===== src/rtl/vend_pkg.sv =====
// Shared types, coin values and slot price lookup for the vending controller.
package vend_pkg;

    typedef enum logic [1:0] {
        ST_IDLE,
        ST_CREDIT,
        ST_DISP,
        ST_CHANGE
    } state_t;

    // Coin values in half-units.
    localparam int unsigned ONE  = 2;
    localparam int unsigned HALF = 1;

    // Map a slot index to its price in half-units.
    function automatic int unsigned price_of(
        input logic [1:0]  slot,
        input int unsigned p0,
        input int unsigned p1,
        input int unsigned p2,
        input int unsigned p3
    );
        case (slot)
            2'd0:    return p0;
            2'd1:    return p1;
            2'd2:    return p2;
            default: return p3;
        endcase
    endfunction

endpackage


===== src/rtl/vend_change_pacer.sv =====
// Paces change ejection: one pulse on the first active cycle, then one
// every CHANGE_GAP cycles while active stays high.
module vend_change_pacer #(
    parameter int CHANGE_GAP = 4
) (
    input  logic clk,
    input  logic rst,
    input  logic start,
    input  logic active,
    output logic pulse
);

    localparam int GW = $clog2(CHANGE_GAP + 1);

    logic [GW-1:0] gap_cnt;

    assign pulse = active && (gap_cnt == '0);

    // Gap counter: cleared on start, reloaded after each pulse, counts down between pulses.
    always_ff @(posedge clk or posedge rst) begin
        // NOTE: sequential state uses non-blocking assignments so every register
        // samples pre-edge values regardless of block ordering.
        if (rst) begin
            gap_cnt <= '0;
        end else if (start || !active) begin
            gap_cnt <= '0;
        end else if (gap_cnt == '0) begin
            gap_cnt <= GW'(CHANGE_GAP - 1);
        end else begin
            gap_cnt <= gap_cnt - 1'b1;
        end
    end

endmodule


===== src/rtl/vend_controller.sv =====
// Credit and sequencing controller for a four-slot vending machine: coin
// credit, selection check, dispenser handshake with timeout, paced change.
module vend_controller
    import vend_pkg::*;
#(
    parameter int unsigned PRICE0       = 5,
    parameter int unsigned PRICE1       = 6,
    parameter int unsigned PRICE2       = 8,
    parameter int unsigned PRICE3       = 3,
    parameter int unsigned CREDIT_MAX   = 20,
    parameter int          CW           = 5,
    parameter int unsigned DISP_TIMEOUT = 16,
    parameter int          CHANGE_GAP   = 4
) (
    input  logic          sys_clk,
    input  logic          sys_rst,
    input  logic          pi_money_one,
    input  logic          pi_money_half,
    input  logic          pi_sel_vld,
    input  logic [1:0]    pi_sel,
    input  logic          pi_cancel,
    input  logic          pi_disp_done,
    output logic          po_disp_req,
    output logic [1:0]    po_disp_slot,
    output logic          po_change,
    output logic [CW-1:0] po_credit,
    output logic          po_coin_reject,
    output logic          po_sel_err,
    output logic          po_fault,
    output logic          po_busy
);

    localparam int TW = $clog2(DISP_TIMEOUT + 1);
    localparam logic [CW:0] MAX_V  = (CW+1)'(CREDIT_MAX);
    localparam logic [CW:0] HALF_V = (CW+1)'(HALF);

    state_t        state, state_n;
    logic [CW-1:0] credit, credit_n;
    logic [1:0]    slot, slot_n;
    logic [TW-1:0] tmo_cnt, tmo_n;
    logic          reject_q, reject_n;
    logic          sel_err_q, sel_err_n;
    logic          fault_q, fault_n;
    logic          change_start, change_pulse;

    logic [CW:0]   coin_val, base, sum_all, sum_half;
    logic [CW-1:0] sel_price, disp_price;

    assign coin_val   = (pi_money_one  ? (CW+1)'(ONE)  : '0)
                      + (pi_money_half ? (CW+1)'(HALF) : '0);
    assign sel_price  = CW'(price_of(pi_sel, PRICE0, PRICE1, PRICE2, PRICE3));
    assign disp_price = CW'(price_of(slot, PRICE0, PRICE1, PRICE2, PRICE3));

    vend_change_pacer #(
        .CHANGE_GAP (CHANGE_GAP)
    ) u_pacer (
        .clk    (sys_clk),
        .rst    (sys_rst),
        .start  (change_start),
        .active (state == ST_CHANGE),
        .pulse  (change_pulse)
    );

    assign change_start = (state_n == ST_CHANGE) && (state != ST_CHANGE);

    // Next-state, next-credit and pulse decisions for the controller.
    always_comb begin
        // NOTE: every signal written here gets a default first, so no path
        // through the case leaves a value held and no latch is inferred.
        state_n   = state;
        credit_n  = credit;
        slot_n    = slot;
        tmo_n     = tmo_cnt;
        reject_n  = 1'b0;
        sel_err_n = 1'b0;
        fault_n   = 1'b0;
        base      = {1'b0, credit};
        sum_all   = '0;
        sum_half  = '0;

        case (state)
            ST_IDLE, ST_CREDIT: begin
                // Cancel wins over a same-cycle selection; IDLE ignores cancel.
                if (pi_cancel && state == ST_CREDIT) begin
                    state_n = ST_CHANGE;
                end else if (pi_sel_vld) begin
                    if (credit >= sel_price) begin
                        base    = {1'b0, credit - sel_price};
                        slot_n  = pi_sel;
                        tmo_n   = '0;
                        state_n = ST_DISP;
                    end else begin
                        sel_err_n = 1'b1;
                    end
                end
                // Coins are added on top of the post-selection credit; if the
                // whole amount overflows, fall back to accepting just the half coin.
                sum_all  = base + coin_val;
                sum_half = base + HALF_V;
                if (sum_all <= MAX_V) begin
                    credit_n = sum_all[CW-1:0];
                end else begin
                    reject_n = 1'b1;
                    if (pi_money_half && sum_half <= MAX_V)
                        credit_n = sum_half[CW-1:0];
                    else
                        credit_n = base[CW-1:0];
                end
                if (state == ST_IDLE && state_n == ST_IDLE && credit_n != '0)
                    state_n = ST_CREDIT;
            end

            ST_DISP: begin
                reject_n = pi_money_one | pi_money_half;
                if (pi_disp_done) begin
                    state_n = (credit != '0) ? ST_CHANGE : ST_IDLE;
                end else if (tmo_cnt == TW'(DISP_TIMEOUT - 1)) begin
                    // Dispenser never answered: refund the price and pay it all back.
                    fault_n  = 1'b1;
                    credit_n = credit + disp_price;
                    state_n  = ST_CHANGE;
                end else begin
                    tmo_n = tmo_cnt + 1'b1;
                end
            end

            ST_CHANGE: begin
                reject_n = pi_money_one | pi_money_half;
                if (change_pulse) begin
                    credit_n = credit - 1'b1;
                    if (credit == CW'(1))
                        state_n = ST_IDLE;
                end
            end

            default: state_n = ST_IDLE;
        endcase
    end

    // Controller registers: state, credit, dispensed slot, timeout and output pulses.
    always_ff @(posedge sys_clk or posedge sys_rst) begin
        if (sys_rst) begin
            state     <= ST_IDLE;
            credit    <= '0;
            slot      <= '0;
            tmo_cnt   <= '0;
            reject_q  <= 1'b0;
            sel_err_q <= 1'b0;
            fault_q   <= 1'b0;
        end else begin
            state     <= state_n;
            credit    <= credit_n;
            slot      <= slot_n;
            tmo_cnt   <= tmo_n;
            reject_q  <= reject_n;
            sel_err_q <= sel_err_n;
            fault_q   <= fault_n;
        end
    end

    assign po_disp_req    = (state == ST_DISP);
    assign po_disp_slot   = po_disp_req ? slot : 2'd0;
    assign po_change      = change_pulse;
    assign po_credit      = credit;
    assign po_coin_reject = reject_q;
    assign po_sel_err     = sel_err_q;
    assign po_fault       = fault_q;
    assign po_busy        = (state == ST_DISP) || (state == ST_CHANGE);

endmodule


===== config.mk =====
export PLATFORM = sky130hd
export DESIGN_NAME = vend_controller
export DESIGN_NICKNAME = d
export VERILOG_FILES = /design/src/rtl/vend_pkg.sv /design/src/rtl/vend_change_pacer.sv /design/src/rtl/vend_controller.sv
export SDC_FILE = /design/constraint.sdc
export NUM_CORES = 1
export LEC_CHECK = 0
export CAP_MARGIN = 20
export CORE_MARGIN = 5
export CORE_UTILIZATION = 40
export CTS_BUF_LIST = sky130_fd_sc_hd__clkbuf_8
export DETAILED_ROUTE_END_ITERATION = 7
export SLEW_MARGIN = 10
export SYNTH_ARGS = -nofsm -noshare
export SYNTH_HDL_FRONTEND = slang
export SYNTH_SLANG_ARGS = --single-unit

===== constraint.sdc =====
create_clock -name sys_clk -period 8.47 [get_ports sys_clk]
set_input_delay 0.847 -clock sys_clk [delete_from_list [all_inputs] [get_ports sys_clk]]
set_output_delay 0.847 -clock sys_clk [all_outputs]
set_load 0.03 [all_outputs]

Yosys cells after proc, flatten, opt, wreduce, memory -nomap -nowiden
Cells that the tools add are included.

Bits in registers: 20. Input bits: 9. Output and inout bits: 13. Logic and storage cells: 105.

Add/subtract/negate cells: 8. $lt $le $gt $ge: 3. Equality and inequality tests: 18. Mux-type cells: 44. Bitwise gates (word level): 2. Reductions and logical operators: 22.

Operators with widths (number): $mux 5 (14); $mux 2 (12); $pmux 4 s3 (2); $pmux 5 s3 (1); $ne 2x2->1 const B (7); $le 6x5->1 const B (2); $eq 2x2->1 const B (5); $pmux 5 s2 (1); $reduce_bool 5->1 (2); $mux 1 (9); $logic_not 2->1 (4); $add 6x1->6 const B (1); $add 6x3->6 (1); $eq 2x1->1 const B (3); $logic_and 1x1->1 (6); $mux 3 (2); $mux 6 (1); $pmux 2 s3 (1); $reduce_and 6->1 (1); $add 5x1->5 const B (1); $add 5x5->5 (1); $eq 5x1->1 const B (1); $eq 5x4->1 const B (1); $ge 5x5->1 (1); 15 further kinds (17).

Depth between registers and ports, before layout
Gate-level depths: netlist (run 1).

Depth after elaboration: 21. Mapped depth: 17.

Modules after synthesis
Synthesis (run 1) repeated with hierarchy kept, for this count alone.

Cell total of the unflattened synthesis: 271. Area total of the unflattened synthesis: 2279.7 sq um.

Modules (own cells, without submodules): vend_controller (instances 1, cells an instance 254, area an instance 2113.3 sq um); vend_change_pacer (instances 1, cells an instance 17, area an instance 166.4 sq um).

Least setup slack after synthesis (run 1)
No wires, ideal clock.

Path kind: input port to flip-flop. From: in pi_sel[0]. To: reg state[0]. Setup time: 0.084 ns. Data arrival time: 4.560 ns. Slack: 3.826 ns. Cell stages on the path: 17. Path through: inv_1 > ha_1 > o21bai_1 > ha_1 > and4_1 > nor3_1 > a21oi_1 > mux2i_1 > ha_1 > fa_1 > or2_2 > a32o_1 > a32oi_2 > nand2b_1 > buf_6 > a211o_1 > a41oi_2.

Word-level cells in the longest chain between the ends: 17.

Ends and longest elaborated chain: start: declaration (line vend_controller.sv:20) `input logic [1:0] pi_sel,`; $eq 2x2->1, or another cell as far along (line vend_pkg.sv:23) `case (slot)`; $pmux 4 s3 * (line vend_pkg.sv:23); $sub 5x5->5 / $ge 5x5->1 (equally long branches) (line vend_controller.sv:88, vend_controller.sv:87); $mux 5 (line vend_controller.sv:87) `if (credit >= sel_price) begin`; $mux 5 (line vend_controller.sv:86) `end else if (pi_sel_vld) begin`; $mux 5 (line vend_controller.sv:84) `if (pi_cancel && state == ST_CREDIT) begin`; $mux 6 (line vend_controller.sv:81) `case (state)`; $add 6x1->6 (line vend_controller.sv:99) `sum_half = base + HALF_V;`; [2 not listed]; $mux 5 (line vend_controller.sv:104) `if (pi_money_half && sum_half <= MAX_V)`; $mux 5 (line vend_controller.sv:100) `if (sum_all <= MAX_V) begin`; $mux 5 (line vend_controller.sv:81); $reduce_bool 5->1 (line vend_controller.sv:109) `if (state == ST_IDLE && state_n == ST_IDLE && credit_n != '0)`; $logic_and 1x1->1 (line vend_controller.sv:109); $mux 2 * (line vend_controller.sv:109); $pmux 2 s3 * (line vend_controller.sv:81); via state_n[0] (line vend_controller.sv:37) `state_t state, state_n;`; end signal: assignment (line vend_controller.sv:151) `state <= state_n;`; end: declaration (line vend_controller.sv:37).

The timed path passes the listed nets; every way through them passes the cells marked *. The select of a mux whose other input is x is not followed. A chain may end at the register's enable or synchronous reset.

Final worst setup path (run 1)
Same ends and word-level chain as after synthesis.

==> results.txt, run 1 <==
status: completed
ant diodes: 0
Fin Hold WS: 442 ps
Resize count post-CTS: 0
Root Buffer: clkbuf_8
total grt overflow: 0
vias in the first global route: 1,830
antenna-violating nets left: 0
startpoint types: primary input
commonest non-fill, non-tap cell in the layout: ha_1
Seq/Total Area, Yosys: 0.228
Worst Tran Pin Value: 765 ps
Die W: 84.1 um
first-pass GRT wire length: 8960 um
RSZ-0062 raised after global routing: no
Clock Latency Late Sink: 260 ps
CTS tree: done
area leader, netlist: dfrtp_1
setup TNS: 0 ps
GRT Overall Usage: 0.150
htree depth: 1
Hold Buf Count CTS: 0
DRT Pass-1 Iters: 4
Vias/cell: 5.39
cell area after synthesis: 2200 um2
worst path required time: 8650 ps
slew margin rel.: 0.489
core area: 5440 um2
Final period util: 0.629
crit end category: register
Final Wtd Congestion: 0.835
final core occ: 0.461
Post-synth ARST share: 1.00
final setup fails: 0
clk buf depth: 2
WS Path Type: primary input to register
Final Slew Violations: 0
post-synth cell types: 59
Synth area leaders: dfrtp_1, ha_1, mux2i_1
Final HPWL DP: 4000 um
row cnt: 27
Syn. warnings: 0
Nets: 309
Most used DFF post-synth: dfrtp_1
Initial Utilization: 0.404
Syn Inst Count: 256
Layout Skew: 6.53 ps
final instance area: 2510 um2
die footprint: 7080 um2
WL final: 5020 um
most frequent cells in the layout: ha_1, nor2_1, a21oi_1, clkdlybuf4s50_1
Worst Hold Class: register to register
Synth top area share: 0.228
Synth Area per Inst: 8.59 um2
Synth Register Bits: 20
fin crit period: 5330 ps
CTS clock-pin slew for the worst setup and hold paths: 80 ps
cts bufs inserted: 3
layout cells sized above 1: 0.0738
Area Overhead vs Synth: 14.1%
Port-buffer cells: 21
Worst R2R Setup Slack: 4030 ps
initial antenna violation count: 0
syn nets: 293
# Max-Cap Violations: 0
fmax: 188 MHz
Post-synth EDFFs: 0
Die H: 84.1 um
io pins: 22
wire length per cell: 14.6 um
Hold Vio Cnt, Final: 0
Placed Area: 2440 um2
Clock Sink Count: 20
Post-CTS Setup Inserts: 0
CP arrival: 5510 ps
largest net degree at the start of global routing: 21
routed via count: 1,849
crit-path max FO: 6
drt drc: 0
DRT iter0 DRCs: 128
through the flow:
step | cells | setup WS (ps)
2_1_floorplan | 256 | 3830
3_3_place_gp | 339 | 3030
3_5_place_dp | 339 | 2900
4_1_cts | 343 | 3150
5_1_grt | 343 | 2820
6_report | 343 | 3140
metal layers:
metal,vias to the layer above,global-route usage,part of all wire
met5,-,0,0
met3,4,0.0285,0.030
li1,962,-,-
met1,855,0.216,0.52
met2,28,0.242,0.44
met4,0,0.0175,0.0080
Yosys cell counts, types with 2 or more instances:
cell,n
ha_1,25
nor2_1,24
a21oi_1,22
dfrtp_1,20
inv_1,20
nand2_1,16
mux2i_1,12
o21ai_0,8
a21o_1,6
clkbuf_1,6
nand3_1,6
xnor2_1,6
a31oi_1,5
nand2b_1,5
a211oi_1,4
nand4_1,4
nor3_1,4
and3_1,3
buf_6,3
fa_1,3
mux2_2,3
nor2b_1,3
nor3b_1,3
a22oi_1,2
and2_1,2
and2_4,2
maj3_1,2
nor4_1,2
o21ai_1,2
o21bai_1,2
o221ai_1,2
or3_1,2
area by class of cell:
class,instances,area (um2)
multi-input cells,206,1560
inverters,20,75.1
fillers,540,2930
well taps,72,90.1
clock inverters,1,30.0
repair buffers,21,210
clock buffers,3,41.3
flip-flops and latches,20,500
critical path: stages:
cell	delay [ps]
clkdlybuf4s50_1	510
inv_1	120
ha_1	210
o21bai_1	150
ha_1	310
and4_1	240
nor3_1	280
a21oi_1	170
mux2i_1	410
ha_1	300
fa_1	440
or2_2	320
a32o_1	270
a32oi_2	200
nand2b_1	210
a211o_1	340
a41oi_2	190
final timing paths:
kind / to / from / cells past startpoint
setup / recovery: state[0]$_DFF_PP0_ / pi_sel[0] / 17
hold / removal: u_pacer.gap_cnt[0]$_DFF_PP0_ / u_pacer.gap_cnt[0]$_DFF_PP0_ / 1
setup reg to reg: state[0]$_DFF_PP0_ / po_credit[1]$_DFFE_PP0P_ / 13
hold reg to reg: u_pacer.gap_cnt[0]$_DFF_PP0_ / u_pacer.gap_cnt[0]$_DFF_PP0_ / 1
max in group asynchronous: po_credit[1]$_DFFE_PP0P_ / sys_rst / 2
min in group asynchronous: tmo_cnt[3]$_DFFE_PP0P_ / sys_rst / 2
cell families after synthesis:
| group | share of synthesized area |
|---|---|
| buf+inv | 0.0620 |
| fa+ha+maj | 0.179 |
| mux | 0.0700 |
| compound gates | 0.229 |
| simple gates | 0.204 |
| xor+xnor | 0.0279 |
| flops | 0.228 |
registers in the layout (all words and copies together) (netlist names):
name and flops:
po_credit 5, tmo_cnt 5, u_pacer.gap_cnt 3, slot 2, state 2, po_coin_reject 1
po_fault 1, po_sel_err 1
Power of run 1 is left out: the tool's default activity adds up to more than one toggle a clock period on the data nets, which glitch-free logic cannot reach.
==> run 2, diff against run 1 <==
Clock period 8.47 ns to 5 ns, I/O delays scaled along.
==> results.txt, run 2 (same netlist as run 1, synthesis figures left out) <==
fmax: 216 MHz
antenna-violating nets left: 0
wire length per cell: 14.5 um
htree depth: 1
ant diodes: 0
RR Startpoint: po_credit[1]$_DFFE_PP0P_
worst path required time: 5180 ps
routed via count: 1,851
initial antenna violation count: 0
Critical Path, Cell by Cell: clkdlybuf4s50_1 > inv_1 > ha_1 > o21bai_1 > ha_1 > and4_1 > nor3_1 > a21oi_1 > mux2i_1 > ha_1 > fa_1 > or2_2 > a32o_1 > a32oi_2 > nand2b_2 > a211o_1 > a41oi_2
first-pass GRT wire length: 8480 um
filler cell count: 549
Clock Latency Late Sink: 260 ps
Die W: 84.1 um
critical path depth in cells: 17
WS Path Type: primary input to register
vias in the first global route: 1,819
slew margin rel.: 0.481
Worst path top cell family by delay: compound AO/OA/AOI/OAI gates
largest net degree at the start of global routing: 21
crit end category: register
Worst Tran Pin Value: 778 ps
layout cells sized above 1: 0.0909
Final period util: 0.927
Worst R2R Setup Slack: 910 ps
GRT Overall Usage: 0.143
Nets: 313
startpoint types: primary input
DRT iter0 DRCs: 77
WL final: 5020 um
core area: 5440 um2
clk buf depth: 2
fin crit period: 4630 ps
Final HPWL DP: 3930 um
final setup fails: 0
r2r worst-path depth: 13
Vias/cell: 5.33
CP arrival: 4820 ps
hold_sp: u_pacer.gap_cnt[0]$_DFF_PP0_
CTS clock-pin slew for the worst setup and hold paths: 70 ps
Layout Skew: 1.38 ps
Final Slew Violations: 0
die footprint: 7080 um2
most frequent cells in the layout: ha_1, nor2_1, a21oi_1, clkdlybuf4s50_1
commonest non-fill, non-tap cell in the layout: ha_1
cts bufs inserted: 3
Clock Sink Count: 20
RSZ-0062 raised after global routing: no
Worst Hold Depth: 1
Root Buffer: clkbuf_8
Worst Path Buf+Inv: 2
hold path endpoint: u_pacer.gap_cnt[0]$_DFF_PP0_
status: completed
DRT Pass-1 Iters: 4
Final Wtd Congestion: 0.804
Die H: 84.1 um
crit-path max FO: 6
slowest CP cell: clkdlybuf4s50_1
Port-buffer cells: 21
CP most frequent cell: ha_1
Worst Hold Class: register to register
CTS tree: done
CP max stage delay: 520 ps
io pins: 22
row cnt: 27
total grt overflow: 0
Initial Utilization: 0.404
Area Overhead vs Synth: 14.9%
Post-CTS Setup Inserts: 0
drt drc: 0
RR Endpoint: state[0]$_DFF_PP0_
setup TNS: 0 ps
Hold Vio Cnt, Final: 0
# Max-Cap Violations: 0
## run 2: final cells by class
class | count | area (um2) | area share
Multi-Input combinational cell | 206 | 1560 | 0.619
Timing Repair Buffer | 25 | 240 | 0.0951
Tap cell | 72 | 90.1 | 0.0357
Sequential cell | 20 | 500 | 0.198
Inverter | 20 | 75.1 | 0.0297
Clock buffer | 4 | 55.1 | 0.0218
## run 2: worst max path at each step
stage / start / endpoint / slack [ps]
2_1_floorplan: pi_sel[0] / state[0]$_DFF_PP0_ / 700
3_3_place_gp: pi_sel[0] / state[0]$_DFF_PP0_ / 180
3_5_place_dp: pi_sel[0] / state[0]$_DFF_PP0_ / 60
4_1_cts: pi_sel[0] / state[0]$_DFF_PP0_ / 320
5_1_grt: pi_sel[0] / state[0]$_DFF_PP0_ / 10
6_report: pi_sel[0] / state[0]$_DFF_PP0_ / 370
## run 2: stage by stage
step                hold WS, ps   util  area (um2)  setup WS [ps]  cells
finish                      444  0.464        2520            366    347
global route                487  0.464        2520           12.7    347
CTS                         448  0.464        2520            318    347
detailed placement          437  0.454        2470           62.6    343
global placement            435  0.454        2470            180    343
floorplan                   420      -        2200            703    256
## run 2: routing by layer
metal | GRT usage | part of all wire | up-vias
li1 | - | - | 963
met1 | 0.195 | 0.51 | 850
met2 | 0.247 | 0.46 | 34
met3 | 0.0226 | 0.030 | 4
met4 | 0.0175 | 0.0054 | 0
met5 | 0 | 0 | -
## run 2: what timing repair did
action | 4_1_cts | 5_1_grt
hold buffers | 0 | 0
setup endpoints to repair | 0 | 1
resized for setup | 0 | 1
Power of run 2 is left out for the same reason.
==> run 3, diff against run 2 <==
Settings changed: SYNTH_HIERARCHICAL set to 1.
==> results.txt, run 3 <==
io pins: 22
crit-path max FO: 5
status: completed
RSZ-0062 raised after global routing: no
final setup fails: 0
worst path required time: 5130 ps
Synth Area per Inst: 8.41 um2
Syn Inst Count: 271
CTS clock-pin slew for the worst setup and hold paths: 80 ps
GRT Overall Usage: 0.159
initial antenna violation count: 0
Die H: 85.5 um
slew margin rel.: 0.541
total grt overflow: 0
Hold Buf Count CTS: 0
fmax: 216 MHz
Synth Area in Compound Gates: 0.246
Synth top cells by count: nand2_1, ha_1, inv_1
most frequent cell after synthesis: nand2_1
area leader, netlist: dfrtp_1
htree depth: 1
Synth Area in Adders: 0.172
startpoint types: primary input
CP max stage delay: 530 ps
Layout Skew: 7.15 ps
Die W: 85.5 um
clk buf depth: 2
Final period util: 0.924
Synth area leaders: dfrtp_1, ha_1, nand2_1
core area: 5510 um2
Worst path top cell family by delay: compound AO/OA/AOI/OAI gates
cell area after synthesis: 2280 um2
layout cells sized above 1: 0.115
antenna-violating nets left: 0
Initial Utilization: 0.414
Worst Path Buf+Inv: 2
Root Buffer: clkbuf_8
routed via count: 2,006
largest net degree at the start of global routing: 20
# Max-Cap Violations: 0
Post-synth EDFFs: 0
cts bufs inserted: 3
commonest non-fill, non-tap cell in the layout: nand2_1
Nets: 334
vias in the first global route: 1,938
slowest CP cell: clkdlybuf4s50_1
Area Overhead vs Synth: 16.4%
Critical Path, Cell by Cell: clkdlybuf4s50_1 > inv_1 > ha_1 > o21bai_1 > ha_1 > and4_4 > nand2b_1 > o21ai_2 > mux2_2 > ha_1 > a21o_1 > or3_1 > o32ai_2 > or2_2 > o211ai_1 > a211oi_1 > o31ai_1
Most used DFF post-synth: dfrtp_1
pwr dens: 706 nW/um2
die footprint: 7310 um2
Worst IR Drop VDD: 0.349 mV
DRT iter0 DRCs: 125
Final Wtd Congestion: 0.903
wire length per cell: 15.4 um
Worst Hold Class: primary input to async pin
CP arrival: 4750 ps
mux share of post-synthesis cell area: 0.0456
setup TNS: 0 ps
Syn. warnings: 6
Clock Latency Late Sink: 260 ps
row cnt: 27
fin crit period: 4620 ps
most frequent cells in the layout: nand2_1, inv_1, ha_1, nor2_1, clkdlybuf4s50_1
drt drc: 0
LEAKAGE: 1.18 nW
Post-CTS Setup Inserts: 0
Fin Hold WS: 432 ps
syn nets: 308
Worst Tran Pin Value: 688 ps
ant diodes: 0
post-synth cell types: 66
crit end category: register
simple-gate share of the synthesized area: 0.222
Seq/Total Area, Yosys: 0.220
Hold Vio Cnt, Final: 0
Port-buffer cells: 21
Final Slew Violations: 0
Synth top area share: 0.220
main combinational cell family by area after synthesis: compound AO/OA/AOI/OAI gates
CP most frequent cell: ha_1
Synth Register Bits: 20
Clock Sink Count: 20
WL final: 5650 um
Vias/cell: 5.45
Resize count post-CTS: 0
Post-Synth XOR/XNOR Area: 0.0384
Final HPWL DP: 4610 um
first-pass GRT wire length: 9410 um
CTS tree: done
Post-synth ARST share: 1.00
WS Path Type: primary input to register
DRT Pass-1 Iters: 4
## run 3: cell types whose count changed in the layout (fill, tap and decap cells not counted), sizes merged, moves of 4 or more
cell,previous run,this run
o211ai,2,7
a21oi,22,14
mux2i,12,7
xor2,1,5
inv,20,25
nand2,17,26
## run 3: layer usage
layer	global-route usage	vias up	part of all wire
li1	-	1031	-
met1	0.223	926	0.49
met2	0.259	42	0.45
met3	0.0250	7	0.045
met4	0.0288	0	0.015
met5	0	-	0
## run 3: cells by family after synthesis
kind of cell / count (synthesis)
simple gates: 97
compound gates: 72
buf+inv: 32
fa+ha+maj: 30
flops: 20
xor+xnor: 10
mux: 10
## run 3: per-stage QoR
| step | total power (W) | setup WS, ps | util | instance area [um2] | std cells |
|---|---|---|---|---|---|
| after floorplan | 0.00137 | 709 | - | 2280 | 271 |
| after global placement | 0.00174 | 149 | 0.472 | 2600 | 364 |
| after detailed placement | 0.00175 | 91.3 | 0.472 | 2600 | 364 |
| after CTS | 0.00188 | 359 | 0.482 | 2650 | 368 |
| after global routing | 0.00207 | 50.9 | 0.482 | 2650 | 368 |
| final | 0.00187 | 380 | 0.482 | 2650 | 368 |
## run 3: area by class of cell
type,instances,area (um2)
clock buffers,4,55.1
fillers,548,2850
inverters,25,93.8
multi-input cells,219,1650
flip-flops and latches,20,500
well taps,72,90.1
repair buffers,28,263
## run 3: worst register-to-register path, stage by stage (launching register included)
cell	delay (ps)
dfrtp_1	440
inv_1	160
ha_1	360
and4_4	220
nand2b_1	190
o21ai_2	220
mux2_2	420
ha_1	310
a21o_1	200
or3_1	320
o32ai_2	380
or2_2	220
o211ai_1	100
a211oi_1	270
o31ai_1	100
## run 3: power breakdown
part	total [W]	leakage (nW)	switching, W	internal [W]
combinational	0.00145	0.914	0.000835	0.000618
sequential	0.000297	0.238	0.0000753	0.000221
clock	0.000124	0.0288	0.0000535	0.0000701
## run 3: path summary, 6_finish.rpt
kind                       cells past startpoint                    startpoint                           end  slack, ps
hold reg to reg                                1  u_pacer/gap_cnt[0]$_DFF_PP0_  u_pacer/gap_cnt[0]$_DFF_PP0_        460
setup reg to reg                              14      po_credit[0]$_DFFE_PP0P_            state[0]$_DFF_PP0_        960
min in group sys_clk                           1  u_pacer/gap_cnt[0]$_DFF_PP0_  u_pacer/gap_cnt[0]$_DFF_PP0_        460
setup / recovery                              17                     pi_sel[0]            state[0]$_DFF_PP0_        380
hold / removal                                 2                       sys_rst  u_pacer/gap_cnt[1]$_DFF_PP0_        430
max in group asynchronous                      2                       sys_rst      po_credit[3]$_DFFE_PP0P_       3890
Power figures use the tool's default switching activity.
